File: src/rtl/spaceship_led_scanner.sv
// spaceship_led_scanner
// Multi-channel LED position scanner. Every channel steps its position by STEP
// on a shared prescaled tick while its enable is high. At the top of the range
// it either wraps back to MIN_POS or, in bounce mode, reverses direction.
// Bounce mode is built only when SPACESHIP_LED_BOUNCE_EN is defined. Without
// it the scanner always wraps, ignores mode and holds dir at 0.
// Handshake: none. Inputs are sampled on every rising Clk edge. out_state, dir
// and edge_pulse are registered and change one cycle after the tick edge that
// caused them.
module spaceship_led_scanner #(
    parameter int WIDTH    = 4,
    parameter int CHANNELS = 2,
    parameter int STEP     = 2,
    parameter int MIN_POS  = 2,
    parameter int MAX_POS  = 14,
    parameter int PRESCALE = 1
) (
    input  logic                      Clk,
    input  logic                      rst,
    input  logic [CHANNELS*WIDTH-1:0] default_state,
    input  logic [CHANNELS-1:0]       en,
    input  logic                      mode,
    output logic [CHANNELS*WIDTH-1:0] out_state,
    output logic [CHANNELS-1:0]       dir,
    output logic [CHANNELS-1:0]       edge_pulse
);

    // Per-channel direction state, exposed directly on the dir output.
    typedef enum logic {
        DIR_UP   = 1'b0,
        DIR_DOWN = 1'b1
    } dir_t;

    localparam int              CW       = (PRESCALE > 1) ? $clog2(PRESCALE) : 1;
    localparam logic [CW-1:0]   CNT_LAST = CW'(PRESCALE - 1);
    localparam logic [WIDTH-1:0] MIN_P   = WIDTH'(MIN_POS);
    localparam logic [WIDTH-1:0] MAX_P   = WIDTH'(MAX_POS);
    // Sums are one bit wider than a position so pos+STEP can never wrap.
    localparam logic [WIDTH:0]  STEP_X   = (WIDTH + 1)'(STEP);
    localparam logic [WIDTH:0]  MAX_X    = (WIDTH + 1)'(MAX_POS);
`ifdef SPACESHIP_LED_BOUNCE_EN
    localparam logic [WIDTH-1:0] STEP_P     = WIDTH'(STEP);
    localparam logic [WIDTH:0]   LOW_TURN_X = (WIDTH + 1)'(MIN_POS + STEP);
`else
    // mode has no effect in the wrap-only build.
    logic unused_mode;
    assign unused_mode = mode;
`endif

    logic [CW-1:0]       cnt_q;
    logic                tick;
    logic [WIDTH-1:0]    pos_q     [CHANNELS];
    logic [WIDTH-1:0]    pos_d     [CHANNELS];
    logic [WIDTH-1:0]    reset_pos [CHANNELS];
    logic [WIDTH:0]      up_sum    [CHANNELS];
    dir_t                dir_q     [CHANNELS];
    dir_t                dir_d     [CHANNELS];
    logic [CHANNELS-1:0] edge_d;
    logic [CHANNELS-1:0] edge_q;

    assign tick = (cnt_q == CNT_LAST);

    // Shared prescaler: free-running 0..PRESCALE-1, independent of en.
    always_ff @(posedge Clk) begin
        if (rst) begin
            cnt_q <= '0;
        end else if (tick) begin
            cnt_q <= '0;
        end else begin
            cnt_q <= cnt_q + 1'b1;
        end
    end

    // Reset positions: out-of-range default_state values fall back to MIN_POS.
    always_comb begin
        for (int i = 0; i < CHANNELS; i++) begin
            reset_pos[i] = default_state[i*WIDTH +: WIDTH];
            if ((reset_pos[i] < MIN_P) || (reset_pos[i] > MAX_P)) begin
                reset_pos[i] = MIN_P;
            end
        end
    end

    // Next position, direction and edge flag for each channel.
    always_comb begin
        for (int i = 0; i < CHANNELS; i++) begin
            pos_d[i]  = pos_q[i];
            dir_d[i]  = dir_q[i];
            edge_d[i] = 1'b0;
            up_sum[i] = {1'b0, pos_q[i]} + STEP_X;
            if (tick && en[i]) begin
`ifdef SPACESHIP_LED_BOUNCE_EN
                if (mode) begin
                    if (dir_q[i] == DIR_UP) begin
                        if (up_sum[i] > MAX_X) begin
                            pos_d[i]  = pos_q[i] - STEP_P;
                            dir_d[i]  = DIR_DOWN;
                            edge_d[i] = 1'b1;
                        end else begin
                            pos_d[i] = up_sum[i][WIDTH-1:0];
                        end
                    end else begin
                        if ({1'b0, pos_q[i]} < LOW_TURN_X) begin
                            pos_d[i]  = up_sum[i][WIDTH-1:0];
                            dir_d[i]  = DIR_UP;
                            edge_d[i] = 1'b1;
                        end else begin
                            pos_d[i] = pos_q[i] - STEP_P;
                        end
                    end
                end else
`endif
                begin
                    // Wrap: always moving up, so a pending down direction is cleared.
                    dir_d[i] = DIR_UP;
                    if (up_sum[i] > MAX_X) begin
                        pos_d[i]  = MIN_P;
                        edge_d[i] = 1'b1;
                    end else begin
                        pos_d[i] = up_sum[i][WIDTH-1:0];
                    end
                end
            end
        end
    end

    // Channel state registers; rst overrides tick, en and mode.
    always_ff @(posedge Clk) begin
        if (rst) begin
            for (int i = 0; i < CHANNELS; i++) begin
                pos_q[i] <= reset_pos[i];
                dir_q[i] <= DIR_UP;
            end
            edge_q <= '0;
        end else begin
            for (int i = 0; i < CHANNELS; i++) begin
                pos_q[i] <= pos_d[i];
                dir_q[i] <= dir_d[i];
            end
            edge_q <= edge_d;
        end
    end

    // Pack the per-channel registers onto the output buses.
    always_comb begin
        out_state = '0;
        dir       = '0;
        for (int i = 0; i < CHANNELS; i++) begin
            out_state[i*WIDTH +: WIDTH] = pos_q[i];
            dir[i]                      = dir_q[i];
        end
        edge_pulse = edge_q;
    end

endmodule

File: config.mk
export PLATFORM = sky130hd
export DESIGN_NAME = spaceship_led_scanner
export DESIGN_NICKNAME = d
export VERILOG_FILES = /design/src/rtl/spaceship_led_scanner.sv
export SDC_FILE = /design/constraint.sdc
export NUM_CORES = 1
export LEC_CHECK = 0
export BUFFER_PORTS_ARGS = -buffer_cell sky130_fd_sc_hd__buf_4
export CAP_MARGIN = 20
export CORE_UTILIZATION = 35
export CTS_BUF_LIST = sky130_fd_sc_hd__clkbuf_2 sky130_fd_sc_hd__clkbuf_4 sky130_fd_sc_hd__clkbuf_8
export DETAILED_ROUTE_END_ITERATION = 10
export SYNTH_ARGS = -nofsm -noshare
export SYNTH_HDL_FRONTEND = slang
export SYNTH_SLANG_ARGS = --single-unit
File: constraint.sdc
create_clock -name Clk -period 1.7 [get_ports Clk]
set_input_delay 0 -clock Clk [delete_from_list [all_inputs] [get_ports Clk]]
set_output_delay 0 -clock Clk [all_outputs]
set_load 0.01 [all_outputs]
Word level (Yosys, flattened, before mapping)
Memories as Yosys holds them, arrays and structs flattened.
Index checks and enable logic that the tools add are counted.
Word-level totals
  register bits: 3
  bits in writable memories: 10
  input bits: 13
  output and inout port bits: 12
  logic and storage cells: 45
  memories: 2
Cells by class
  add/subtract/negate cells: 3
  order comparisons: 6
  muxes and demuxes: 17
  bitwise logic cells: 7
  reduce and logical (&&, ||, !) cells: 7
Memory list
  pos_q: words 2, bits a word 4, rd ports 2, clocked after memory_dff 0, write ports 2, line 52  | logic [WIDTH-1:0] pos_q [CHANNELS];
  dir_q: words 2, bits a word 1, rd ports 2, clocked after memory_dff 0, write ports 2, line 56  | dir_t dir_q [CHANNELS];
Operators with widths (count)
  $mux W4: 8
  $add A4 B2 Y5 const B: 2
  $gt A5 B4 Y1 const B: 2
  $mux W1: 9
  $gt A4 B4 Y1 const B: 2
  $lt A4 B2 Y1 const B: 2
  $reduce_or A2 Y1: 3
  $or A1 B1 Y1: 4
  $not A1 Y1: 3
  $logic_and A1 B1 Y1: 2
  $logic_or A1 B1 Y1: 2
  $add A1 B1 Y1 const B: 1

Longest topological paths before layout
  word-level depth: 5
  gate-level depth with buffers: 5
  depth with buffers taken out: 5

Worst setup path after synthesis
OpenSTA, ideal clock, no wires.
  path type: reg2reg
  from: mem pos_q[1][1], in the netlist pos_q[0][5]
  to: mem pos_q[1][0], in the netlist pos_q[0][4], enable pin
  setup time: 0.291 ns
  arrival time: 1.507 ns
  data required time: 1.409 ns
  path slack: -0.098 ns
  stages on the path, launching flop included: 5
  buffers on the path: 0
  clock period less this slack: 1.798 ns
  cell sequence: edfxtp_1 > ha_1 > nand2b_1 > a311oi_1 > a31o_2
RTL lines (line)
  from (decl): 52

==> results.md <==
- Sequential-to-total area share from yosys stat: 0.454
- Reg-to-reg startpoint: pos_q[0][1]$_DFFE_PP_
- Core area: 0.00175 mm2
- Initial Utilization: 0.379
- GP Congestion: 0.744
- Fmax: 0.590 GHz
- Leak: 0.417 nW
- Largest net degree at the start of global routing: 19
- DRC: 0
- Final ANT Viol Nets: 0
- Critical Path Fanout Max: 3
- Clock Skew: 0.00182 ns
- Port bufs: 21
- Die Y: 45.5 um
- Tmin final: 1.69 ns
- Maximum VDD drop: 436 uV
- Syn_area_per_cell: 10.5 um2
- Pins Over Slew Limit: 0
- Final #Nets: 110
- Status: finished clean
- WP data arrival: 1.73 ns
- WL final: 1380 um
- Mapped Area: 662 um2
- CTS Buffer Depth: 2
- Crit-path cells: ha_4, or4b_4, a31oi_4, nor2b_1
- Max incr delay on CP: 0.48 ns
- HPWL reported at the end of detailed placement: 1050 um
- Worst hold path startpoint: en[0]
- Crit Path Category: reg2reg
- Via density per instance: 4.89
- YS warnings: 0
- Overall routing resource usage: 0.159
- Initial antenna violation count: 0
- Element type at the critical path end: register
- H-Tree Depth: 1
- CP max stage cell: or4b_4
- Vias: 577
- RSZ-0062 raised after global routing: yes
- Req. time, crit path: 1.74 ns
- MaxCap Viol Count: 0
- Clk sink count: 11
- Syn-to-layout area delta: 44.6%
- Layout cells sized above 1: 0.452
- First-pass GRT wire length: 2330 um
- Die width: 45.5 um
- Iteration-0 DRC Markers: 18
- Finished Cell Area: 957 um2
- Pwr dens: 849 mW/mm2
- Clock slew at reported path FFs: 0.07 ns
- Worst-Skew Late Latency: 0.27 ns
- Netlist cell types: 32
- Root Driver: clkbuf_4
- Post-DP Area: 898 um2
- Fill cells: 159
- Rows: 15
- Vias in the first global route: 530
- Cell count after synthesis: 63
- Final setup viols: 0
- Endpoints failing hold: 0
- Grt total ovfl: 0
- Worst hold path class: in2reg
- Tcrit/Tclk final: 0.997
- CTS tree: yes
- Num CTS Buffers: 3
- ANT cells: 0
- Die area: 0.00207 mm2
- Crit path from: pos_q[0][1]$_DFFE_PP_
- Wire per inst: 11.7 um
- First-pass detailed-route iteration total: 4
- Crit path launch type: register
- Yosys reg bits: 11
- Num ports: 25
- Hold slack final: 0.0133 ns
[path summary, 6_finish.rpt]
| path | cells past startpoint | slack, ns | end |
|---|---|---|---|
| setup reg to reg | 4 | 0.005 | pos_q[0][0]$_DFFE_PP_ |
| hold / removal | 3 | 0.01 | edge_pulse[0]$_SDFF_PP0_ |
| setup / recovery | 4 | 0.005 | pos_q[0][0]$_DFFE_PP_ |
| hold reg to reg | 2 | 0.53 | edge_pulse[0]$_SDFF_PP0_ |
[state kept, by name (all words and copies together) (netlist names)]
register and flops:
edge_pulse 2, pos_q 8, cnt_q 1
[layout by cell type, fill, tap and decap left out, types with 3 or more instances in the layout]
cell	Yosys	final
buf_4	2	28
inv_1	3	3
edfxtp_1	8	8
nand3_1	5	5
dfxtp_1	3	3
nor2_1	4	4
nand2b_1	4	3
nor3_1	4	3
clkbuf_4	0	4
conb_1	1	3
[cell families (layout without fill, tap and decap cells)]
| group | count (synthesis) | after routing | share of synthesized area |
|---|---|---|---|
| AOI/OAI and AO/OA | 14 | 14 | 0.191 |
| xor gates and xnor gates | 2 | 2 | 0.0265 |
| adders and majority gates | 3 | 3 | 0.0567 |
| buffers and inverters | 7 | 35 | 0.0529 |
| DFF | 11 | 11 | 0.454 |
| other | 1 | 3 | 0.00567 |
| and+or+nand+nor | 25 | 25 | 0.214 |
[layer usage]
metal | up-vias | GRT usage | part of all wire
met1 | 261 | 0.240 | 0.50
li1 | 294 | - | -
met3 | 2 | 0.0357 | 0.047
met2 | 20 | 0.211 | 0.44
met4 | 0 | 0.0727 | 0.0087
met5 | - | 0 | 0
[where the power goes]
part	internal, mW	total [mW]	switching [mW]
logic	0.147	0.266	0.118
registers	0.322	0.350	0.0273
clock network	0.107	0.198	0.0909
[critical path: cells and delay by family, from the launching register on]
kind	cells	cell delay (ns)
AO/OA/AOI/OAI	1	0.17
adder cells (fa/ha/maj)	1	0.30
flip-flops	1	0.44
AND/OR/NAND/NOR	2	0.55
[synthesized netlist by cell type, drive strengths merged]
cell type / n / area share
a21oi: 1 / 0.0076
nand4: 1 / 0.0095
nor3: 4 / 0.030
and4b: 1 / 0.015
buf: 4 / 0.036
nor2b: 2 / 0.019
a31o: 1 / 0.013
and3: 1 / 0.0095
inv: 3 / 0.017
a311oi: 1 / 0.013
a32o: 2 / 0.030
dfxtp: 3 / 0.091
a22oi: 1 / 0.011
conb: 1 / 0.0057
nor2: 4 / 0.023
a21boi: 1 / 0.011
edfxtp: 8 / 0.36
xnor2: 1 / 0.013
nand2b: 4 / 0.038
a2bb2oi: 1 / 0.013
o31ai: 2 / 0.023
xor2: 1 / 0.013
a21o: 1 / 0.011
a31oi: 2 / 0.042
or4b: 1 / 0.021
o211a: 1 / 0.015
ha: 3 / 0.057
nand3: 5 / 0.038
nand2: 2 / 0.011
[timing repair]
item / in CTS / in global routing
endpoints found under the setup margin: 0 / 6
gates resized for setup: 0 / 5
setup buffers: 0 / 1
hold buffers: 0 / 0
[through the flow]
step	total power, mW	worst slack [ns]	utilization	setup TNS, ns	instances
after global placement	0.596	0.0479	0.515	0	113
after floorplan	0.486	-0.0435	-	-0.0776	65
after CTS	0.800	0.00184	0.532	0	117
final	0.813	0.00545	0.548	0	118
after detailed placement	0.601	0.0218	0.515	0	113
after global routing	0.865	-0.0503	0.548	-0.127	118
[area by class of cell]
cell class | count | area, um2 | area share
Clock buffer | 4 | 30.0 | 0.0314
Inverter | 3 | 11.3 | 0.0118
Multi-Input combinational cell | 47 | 374 | 0.391
Sequential cell | 11 | 300 | 0.314
Tap cell | 25 | 31.3 | 0.0327
Timing Repair Buffer | 28 | 210 | 0.220
Power figures use the tool's default switching activity.
